[config.mk]
export PLATFORM = sky130hd
export DESIGN_NAME = regfile_dump_ctrl
export DESIGN_NICKNAME = d
export VERILOG_FILES = /design/src/rtl/regfile_dump_ctrl.sv
export SDC_FILE = /design/constraint.sdc
export NUM_CORES = 1
export LEC_CHECK = 0
export CORE_MARGIN = 2
export CORE_UTILIZATION = 44
export DETAILED_ROUTE_END_ITERATION = 7
export PLACE_DENSITY_LB_ADDON = 0.25
export SLEW_MARGIN = 40
export SYNTH_ARGS = -nofsm -noshare
export SYNTH_HDL_FRONTEND = slang
export SYNTH_SLANG_ARGS = --single-unit
[constraint.sdc]
create_clock -name i_clk -period 1.9 [get_ports i_clk]
set_input_delay 0.38 -clock i_clk [delete_from_list [all_inputs] [get_ports i_clk]]
set_output_delay 0.38 -clock i_clk [all_outputs]
set_load 0.005 [all_outputs]
[src/rtl/regfile_dump_ctrl.sv]
// Register-file dump sequencer: walks every register through a second read port
// and streams each word to a UART transmitter as bytes, most significant byte first.
//
// state | meaning
// IDLE  | waiting for a dump request while the pipeline is halted
// LOAD  | capture the word at the current address into the shift register
// SEND  | offer the top byte; shift on handshake until the last byte goes out
// NEXT  | advance the address or finish after the last register
// DONE  | one-cycle completion pulse, then back to IDLE
module regfile_dump_ctrl #(
    parameter int DATA_WIDTH = 32,
    parameter int ADDR_WIDTH = 5
) (
    input  logic                  i_clk,
    input  logic                  i_reset,
    input  logic                  i_start,
    input  logic                  i_halted,
    output logic [ADDR_WIDTH-1:0] o_rd_addr,
    input  logic [DATA_WIDTH-1:0] i_rd_data,
    output logic [7:0]            o_tx_data,
    output logic                  o_tx_valid,
    input  logic                  i_tx_ready,
    output logic                  o_busy,
    output logic                  o_done
);

    localparam int NUM_BYTES = DATA_WIDTH / 8;
    localparam int BCW       = (NUM_BYTES > 1) ? $clog2(NUM_BYTES) : 1;
    localparam logic [BCW-1:0]        LAST_BYTE = BCW'(NUM_BYTES - 1);
    localparam logic [ADDR_WIDTH-1:0] LAST_ADDR = '1;

    typedef enum logic [2:0] {
        IDLE,
        LOAD,
        SEND,
        NEXT,
        DONE
    } state_t;

    state_t                state;
    logic [ADDR_WIDTH-1:0] addr_cnt;
    logic [BCW-1:0]        byte_cnt;
    logic [DATA_WIDTH-1:0] shift_reg;

    // Status flags are registered alongside each state transition so the
    // outputs come straight from flops.
    always_ff @(posedge i_clk) begin
        if (i_reset) begin
            state      <= IDLE;
            addr_cnt   <= '0;
            byte_cnt   <= '0;
            shift_reg  <= '0;
            o_tx_valid <= 1'b0;
            o_busy     <= 1'b0;
            o_done     <= 1'b0;
        end else begin
            case (state)
                IDLE: begin
                    if (i_start && i_halted) begin
                        addr_cnt <= '0;
                        o_busy   <= 1'b1;
                        state    <= LOAD;
                    end
                end
                LOAD: begin
                    shift_reg  <= i_rd_data;
                    byte_cnt   <= '0;
                    o_tx_valid <= 1'b1;
                    state      <= SEND;
                end
                SEND: begin
                    if (i_tx_ready) begin
                        if (byte_cnt == LAST_BYTE) begin
                            o_tx_valid <= 1'b0;
                            state      <= NEXT;
                        end else begin
                            shift_reg <= shift_reg << 8;
                            byte_cnt  <= byte_cnt + 1'b1;
                        end
                    end
                end
                NEXT: begin
                    if (addr_cnt == LAST_ADDR) begin
                        o_done <= 1'b1;
                        state  <= DONE;
                    end else begin
                        addr_cnt <= addr_cnt + 1'b1;
                        state    <= LOAD;
                    end
                end
                DONE: begin
                    o_done <= 1'b0;
                    o_busy <= 1'b0;
                    state  <= IDLE;
                end
                default: begin
                    o_tx_valid <= 1'b0;
                    o_busy     <= 1'b0;
                    o_done     <= 1'b0;
                    state      <= IDLE;
                end
            endcase
        end
    end

    assign o_rd_addr = addr_cnt;
    assign o_tx_data = shift_reg[DATA_WIDTH-1 -: 8];

endmodule

==> impl_results.md, run 1 <==
* Wire length on met3 at around 210 um
* Placer Congestion at 0.738
* Worst hold slack at 471 ps
* DR WL/cell at about 13 um
* Max H-tree Level at 2
* # clock sinks at 45
* Psw at slightly below 1000 uW
* Worst Hold Class: reg2reg
* Final setup vio count at 0
* CP Launch Type: register
* Initial antenna violation count at 0
* Hold buffers post-CTS at 0
* Storage element area at 901 sq um
* Seq cells post-synth at 45
* Initial Utilization at 45.2%
* Critical Path RT at 2080 ps
* Commonest non-fill, non-tap cells in the layout: clkdlybuf4s50_1, dfxtp_1, nor2_1
* WS Path Type: reg2reg
* Number of buffers created by CTS at 5
* DRC at 0
* Post-synthesis sequential area ratio at between 40% and 50%
* Max_slew headroom at 57.9%
* Worst-Skew Late Latency at roughly 290 ps
* Drt first pass iters at 4
* Synthesis-to-layout area growth at 30.0%
* Yosys top cell area share at 42.8%
* Non-Filler Cell Area, Final at 2740 sq um
* Die X at 73.2 um
* Vias per cell at 5.08
* Yosys cell types at 42
* Power density over the cells at roughly 1200 nW/um^2
* Vias in the first global route at ~1,400
* Die area at about 5400 sq um
* Met1 Wirelength at ~2000 um
* Final Max Slew Viols at 0
* Synthesis Warnings at 0
* Arrival time at the worst endpoint at a little under 2000 ps
* Clk slew on worst S/H paths at 80 ps
* Clock Tree Buf Depth at 2
* Largest net degree at the start of global routing at 44
* Syn avg cell area at about 10 sq um
* Post-Syn Nets at between 200 and 300
* Final wirelength at about 4000 um
* Root Buffer: clkbuf_8
* Port bufs at between 50 and 60
* Share of layout cells above drive strength 1 at roughly 14%
* Max_cap viols at 0
* CTS tree: yes
* Worst Path Max Fanout at 6
* First-pass GRT wire length at about 6600 um
* Post-DP HPWL at 2780 um
* Largest register FFs at 32
* Worst Skew at ~6.3 ps
* # IOs at 53
* Tcrit/Tclk final at between 90% and 100%
* Fillers at between 400 and 500
* DR vias at 1,584
* FMAX at 0.561 GHz
* Final Hold Fails at 0
* Core Area at between 4000 and 5000 sq um
* Area leader, netlist: dfxtp_1
* Min Clock Period, post-route at 1780 ps
* Rows at 25
* Sequential power share at 40.9%
* Critical Path End Type: register
* Inst Count DP at approximately 300
* Switching portion of total power at 30.8%
* Post-route ant nets at 0
* Static Leak at between 0.0009 and 0.001 uW
* NumNets Final at just under 300
* Power share of the clock group at around 23%
* Top layer in use: met4
* Commonest non-fill, non-tap cell in the layout: clkdlybuf4s50_1
* Least-Margin Pin Slew at between 600 and 700 ps
* Aggregate global routing overflow at 0
* Cell Area, Synth at 2110 sq um
* Syn Inst Count at about 210
* Multi-input gate area in the final layout at approximately 1000 sq um
* Unrepaired setup endpoints after global routing: no
* Post-Layout Cell Count at about 310
* ANT cells at 0
* Die height at 73.2 um
* Gate power share at 36.3%
* Area post-placement at 2610 sq um
* P_int at approximately 2200 uW
* Synth top area cells: dfxtp_1, mux2i_1, nor2_1
* VDD IR max at between 500 and 600 uV
* Power Total at 3210 uW
* GRT Total Usage at between 10% and 20%
* Routed wl met2 at approximately 1700 um
* Initial drt markers at 59
* Status: finished clean
* Post-CTS setup buffers at 0
* Final design utilization at 58.7%
[per-layer routing]
layer / vias up / track usage [%]
met5: - / 0
met4: 0 / 4.32
met3: 2 / 4.56
met2: 40 / 23.7
met1: 699 / 22.0
li1: 843 / -
[cell families (layout without fill, tap and decap cells)]
family | after synthesis | after routing | synth area share (%)
xor gates and xnor gates | 1 | 1 | 0.416
AOI/OAI and AO/OA | 49 | 49 | 19.9
buffers and inverters | 27 | 72 | 8.50
muxes | 26 | 26 | 12.5
adders and majority gates | 3 | 3 | 1.78
and+or+nand+nor | 62 | 62 | 14.1
DFF | 45 | 45 | 42.8
[synth_stat cells (all sizes together)]
master	instances
a31oi	1
a211oi	25
a2111oi	1
a22o	1
o21bai	1
inv	2
and4bb	2
o22ai	1
nand3b	1
nor3b	1
a32o	1
o21ba	1
nor2	38
nor3	3
and3	1
ha	3
clkbuf	4
a21o	2
nand2	5
o32a	1
xnor2	1
nand2b	3
nand3	3
and2	1
a21oi	1
a21boi	1
nor2b	3
mux2i	24
dfxtp	45
buf	21
mux2	2
o21a	1
nand4bb	1
o21ai	3
a22oi	8
[final cells by class]
cell class,instances,share of cell area (%)
multi-input combinational,141,38.1
sequential,45,32.9
timing repair buffer,62,22.0
clock buffer,7,3.15
tap,54,2.47
clock inverter,1,1.10
inverter,2,0.274
[power by group through the flow]
stage / sequential, uW / combinational [uW] / clock (uW)
final: 1310 / 1170 / 732
after floorplan: 1280 / 954 / 0
after global routing: 1350 / 1300 / 795
after global placement: 1330 / 1150 / 0
after CTS: 1320 / 1180 / 754
after detailed placement: 1340 / 1160 / 0
[what timing repair did]
item | CTS | global route
endpoints found under the hold margin | 0 | 0
endpoints found under the setup margin | 0 | 3
gates resized for setup | 0 | 2
[critical path: stages (launching register included)]
cell      delay (ps)
dfxtp_1          340
ha_2             190
and3_1           180
ha_1             180
nand3b_1         210
a21oi_4          240
nor2_1            60
mux2_2           270
[metrics by stage]
stage	setup slack, ps	TNS [ps]
after detailed placement	-52.3	-353
after CTS	16.7	0
after global routing	27.7	0
after global placement	-0.103	-0.103
final	118	0
after floorplan	121	0
[final timing paths]
kind	from	endpoint	slack, ps	cells after the start
worst min register to register	o_busy	o_busy	470	2
worst min-delay path	o_busy	o_busy	470	2
worst max-delay path	o_rd_addr[1]	o_rd_addr[0]	120	7
worst max register to register	o_rd_addr[1]	o_rd_addr[0]	120	7
(Power assumes the default switching activity.)
==> run 2: changes to the inputs <==
==> constraint.sdc (replaced) <==
create_clock -name i_clk -period 1.9 [get_ports i_clk]
set_input_delay 0.38 -clock i_clk [delete_from_list [all_inputs] [get_ports i_clk]]
set_output_delay 0.38 -clock i_clk [all_outputs]
set_load 0.05 [all_outputs]
==> impl_results.md, run 2 (synthesized netlist as in run 1, its figures left out) <==
* Vias in the first global route at 1,521
* Slowest cell on crit path: clkdlybuf4s50_1
* Worst Skew at between 8 and 9 ps
* Fillers at roughly 430
* Commonest non-fill, non-tap cell in the layout: clkdlybuf4s50_1
* Pre-CTS setup slack at -64.9 ps
* Final design utilization at 59.2%
* Final setup margin at approximately 50 ps
* Cts repair resizes at 0
* Core Area at roughly 4700 sq um
* WS Path Type: reg2out
* DRC at 0
* First-pass GRT wire length at roughly 6900 um
* Die height at 73.2 um
* Max_slew headroom at between 50% and 60%
* Final Max Slew Viols at 0
* Worst-Skew Late Latency at roughly 300 ps
* # IOs at 53
* Arrival time at the worst endpoint at approximately 1500 ps
* Synthesis-to-layout area growth at 31.0%
* DR vias at around 1,600
* Post-CTS setup buffers at 0
* Worst R2R Path Depth at 7
* Power Total at ~3500 uW
* Die X at around 73 um
* Min Clock Period, post-route at about 1900 ps
* Hold Path Sink: o_busy
* FMAX at 0.540 GHz
* Psw at 1250 uW
* Worst Path Max Fanout at 3
* ANT cells at 0
* DR WL/cell at between 10 and 15 um
* Max_cap viols at 0
* Initial drt markers at slightly above 70
* Number of buffers created by CTS at 5
* Initial Utilization at a little under half
* Die area at roughly 5400 sq um
* R2R Path End: o_rd_addr[0]
* Final wirelength at 4110 um
* Final Hold Fails at 0
* Critical Path End Type: output pin
* Critical path's largest stage delay at between 800 and 900 ps
* Placer Congestion at ~0.7
* Power density over the cells at 1270 nW/um^2
* Max H-tree Level at 2
* CP delay by family, top: buffers and inverters
* Post-DP HPWL at between 2000 and 3000 um
* CTS tree: yes
* Switching portion of total power at a little over a third
* Vias per cell at ~5
* Gate power share at a little over two fifths
* Power share of the clock group at 21.2%
* Initial antenna violation count at 0
* # clock sinks at 45
* Largest register FFs at 32
* Worst setup startpoint: o_rd_addr[4]
* Aggregate global routing overflow at 0
* Post-route ant nets at 0
* VDD IR max at slightly above 600 uV
* CP cell instances: clkdlybuf4s50_1
* Drt first pass iters at 6
* GRT Total Usage at between 10% and 20%
* Worst reg2reg startpoint: o_rd_addr[0]
* Commonest non-fill, non-tap cells in the layout: clkdlybuf4s50_1, dfxtp_1, nor2_1
* P_int at 2260 uW
* Clock Tree Buf Depth at 2
* Root Buffer: clkbuf_8
* Static Leak at 0.00101 uW
* Clk slew on worst S/H paths at about 80 ps
* Port bufs at between 50 and 60
* Worst path buffer plus inverter count at 1
* Hold Path Origin: o_busy
* Largest net degree at the start of global routing at 33
* Worst Hold Class: reg2reg
* CP Launch Type: register
* TNS Setup at 0 ps
* Rows at 25
* Hold buffers post-CTS at 0
* Status: finished clean
* NumNets Final at roughly 300
* Worst path depth at 1
* Unrepaired setup endpoints after global routing: yes
* Hold Crit Depth at 2
* Sequential power share at between 30% and 40%
* Critical Path RT at around 1500 ps
* Reg-to-reg slack, setup at approximately 100 ps
* Tcrit/Tclk final at a little over nine tenths
* Share of layout cells above drive strength 1 at 16.2%
* Final setup vio count at 0
* Least-Margin Pin Slew at approximately 650 ps
run 2: cell types whose count changed in the layout (fill, tap and decap cells not counted), sizes merged:
cell           previous run  this run
buf                      11        17
clkdlybuf4s50            51        46
run 2: metal layers:
layer / vias up / global-route usage [%] / wire length (um)
li1: 847 / - / -
met3: 5 / 4.70 / 185
met1: 711 / 22.6 / 2090
met4: 0 / 6.79 / 65
met5: - / 0 / 0
met2: 36 / 24.5 / 1770
run 2: cell type report:
cell class / count / area (sq um) / area share (%)
clock buffer: 7 / 86.3 / 3.13
clock inverter: 1 / 30.0 / 1.09
inverter: 2 / 7.51 / 0.272
multi-input combinational: 141 / 1040 / 37.7
sequential: 45 / 903 / 32.8
tap: 54 / 67.6 / 2.45
timing repair buffer: 63 / 623 / 22.6
run 2: per-stage QoR:
stage	instances	hold WS, ps	cell area [sq um]
final	313	467	2760
after global routing	313	501	2760
after CTS	313	474	2750
after detailed placement	305	461	2630
after global placement	305	446	2630
after floorplan	213	446	2110
run 2: how the worst max path moves through the flow:
stage                    to
6_report       o_rd_addr[4]
5_1_grt        o_rd_addr[2]
4_1_cts        o_rd_addr[4]
3_5_place_dp   shift_reg[6]
3_3_place_gp   shift_reg[2]
2_1_floorplan  o_rd_addr[0]
run 2: worst reg2reg max path, stage by stage (launching register included):
cell and delay (ps):
dfxtp_2 350, ha_1 230, and3_1 190, ha_1 180, nand3b_1 220, a21oi_4 210
nor2_1 50, mux2_2 270
run 2: power groups by stage:
stage	Combinational (uW)	Sequential, uW	Clock (uW)
finish	1470	1300	746
floorplan	1150	1320	0
global placement	1450	1320	0
global route	1610	1330	804
detailed placement	1470	1320	0
CTS	1470	1300	770
==> run 3: changes to the inputs <==
--- a/config.mk
+++ b/config.mk
@@ -5,6 +5,7 @@
 export SDC_FILE = /design/constraint.sdc
 export NUM_CORES = 1
 export LEC_CHECK = 0
+export CORE_ASPECT_RATIO = 1.1
 export CORE_MARGIN = 2
 export CORE_UTILIZATION = 44
 export DETAILED_ROUTE_END_ITERATION = 7
==> impl_results.md, run 3 (synthesized netlist as in run 1, its figures left out) <==
* Clk slew on worst S/H paths at approximately 80 ps
* DR WL/cell at about 13 um
* Hold Path Sink: o_busy
* Area post-placement at 2650 sq um
* CP Launch Type: register
* Fillers at 404
* CP delay by family, top: buffers and inverters
* Worst Skew at about 5.3 ps
* Final design utilization at around 60%
* Max_slew headroom at 59.0%
* Unrepaired setup endpoints after global routing: no
* Status: finished clean
* Power density over the cells at roughly 1300 nW/um^2
* Inst Count DP at approximately 310
* Worst R2R Path Depth at 7
* ANT cells at 0
* Max H-tree Level at 2
* R2R Path End: o_rd_addr[0]
* Storage element area at 903 sq um
* Sequential power share at between 30 and 40%
* Worst hold slack at between 400 and 500 ps
* DR vias at 1,611
* Die height at between 70 and 80 um
* Clock Tree Buf Depth at 2
* Switching portion of total power at around 35%
* CP cell instances: clkdlybuf4s50_1
* Max_cap viols at 0
* Hold buffers post-CTS at 0
* Post-route ant nets at 0
* Port bufs at 52
* Least-Margin Pin Slew at between 600 and 700 ps
* Gate power share at ~40%
* Reg-to-reg slack, setup at 130 ps
* Die X at 70.0 um
* Commonest non-fill, non-tap cells in the layout: clkdlybuf4s50_1, dfxtp_1, nor2_1
* Synthesis-to-layout area growth at 32.6%
* FMAX at around 0.54 GHz
* Critical Path RT at 1520 ps
* Commonest non-fill, non-tap cell in the layout: clkdlybuf4s50_1
* Power share of the clock group at 23.5%
* Hold Path Origin: o_busy
* Vias per cell at approximately 5.1
* First-pass GRT wire length at ~7100 um
* Placer Congestion at 0.694
* # clock sinks at 45
* P_int at roughly 2400 uW
* GRT Total Usage at 16.3%
* NumNets Final at 299
* Worst-Skew Late Latency at roughly 300 ps
* Multi-input gate area in the final layout at between 1000 and 1500 sq um
* Initial drt markers at 75
* Post-Layout Cell Count at between 300 and 400
* Min Clock Period, post-route at between 1500 and 2000 ps
* Rows at 26
* Slowest cell on crit path: clkdlybuf4s50_1
* # IOs at 53
* Largest net degree at the start of global routing at 27
* Critical path's largest stage delay at about 800 ps
* Final wirelength at 4060 um
* Drt first pass iters at 4
* Arrival time at the worst endpoint at around 1500 ps
* Root Buffer: clkbuf_8
* Vias in the first global route at approximately 1,500
* Worst path buffer plus inverter count at 1
* Worst Hold Class: reg2reg
* Post-DP HPWL at 2880 um
* VDD IR max at between 400 and 500 uV
* Critical Path End Type: output pin
* Worst setup startpoint: o_rd_addr[0]
* WS Path Type: reg2out
* CTS tree: yes
* Psw at approximately 1300 uW
* Static Leak at about 0.0010 uW
* Final Max Slew Viols at 0
* Number of buffers created by CTS at 5
* Non-Filler Cell Area, Final at roughly 2800 sq um
* DRC at 0
* Aggregate global routing overflow at 0
* Worst Path Max Fanout at 4
* Share of layout cells above drive strength 1 at roughly 17%
* Die area at ~5400 sq um
* Initial antenna violation count at 0
* Tcrit/Tclk final at 97.3%
* Hold Crit Depth at 2
* Initial Utilization at between 40% and 50%
* Largest register FFs at 32
* Core Area at about 4600 sq um
* Final Hold Fails at 0
* Final setup vio count at 0
* Worst reg2reg startpoint: o_rd_addr[0]
## run 3: stage by stage
stage | setup slack (ps) | setup TNS (ps) | power (uW)
after floorplan | 9.27 | 0 | 2470
after global placement | -12.3 | -57.2 | 2780
after detailed placement | -59.5 | -504 | 2810
after CTS | 25.9 | 0 | 3670
after global routing | 9.47 | 0 | 3860
final | 51.3 | 0 | 3630
## run 3: how the worst max path moves through the flow
stage	to	slack, ps	depth (start not counted)
after floorplan	o_rd_addr[0]	9	7
after global placement	shift_reg[0]	-10	5
after detailed placement	shift_reg[16]	-60	6
after CTS	o_rd_addr[0]	30	7
after global routing	o_done	9	1
final	o_rd_addr[0]	50	1
## run 3: cell type report
| class | count | share of cell area (%) |
|---|---|---|
| clock buffer | 5 | 2.46 |
| clock inverter | 3 | 2.33 |
| inverter | 2 | 0.269 |
| multi-input combinational | 141 | 37.3 |
| sequential | 45 | 32.3 |
| tap | 56 | 2.51 |
| timing repair buffer | 64 | 22.8 |
## run 3: power by group through the flow
| stage | Combinational [uW] | Clock, uW | Sequential (uW) |
|---|---|---|---|
| 3_3_place_gp | 1460 | 0 | 1310 |
| 5_1_grt | 1630 | 904 | 1320 |
| 2_1_floorplan | 1150 | 0 | 1320 |
| 4_1_cts | 1500 | 875 | 1300 |
| 3_5_place_dp | 1490 | 0 | 1320 |
| 6_report | 1490 | 853 | 1290 |
## run 3: what timing repair did
| item | CTS | global route |
|---|---|---|
| setup buffers | 0 | 0 |
| gates resized for setup | 0 | 2 |
| setup endpoints to repair | 0 | 4 |
## run 3: per-layer routing
layer  global-route usage, %  up-vias  share of wire, %
li1                        -      855                 -
met4                    6.35        0               1.6
met2                    24.0       36                44
met1                    21.5      713                47
met5                       0        -                 0
met3                    6.22        7               7.3
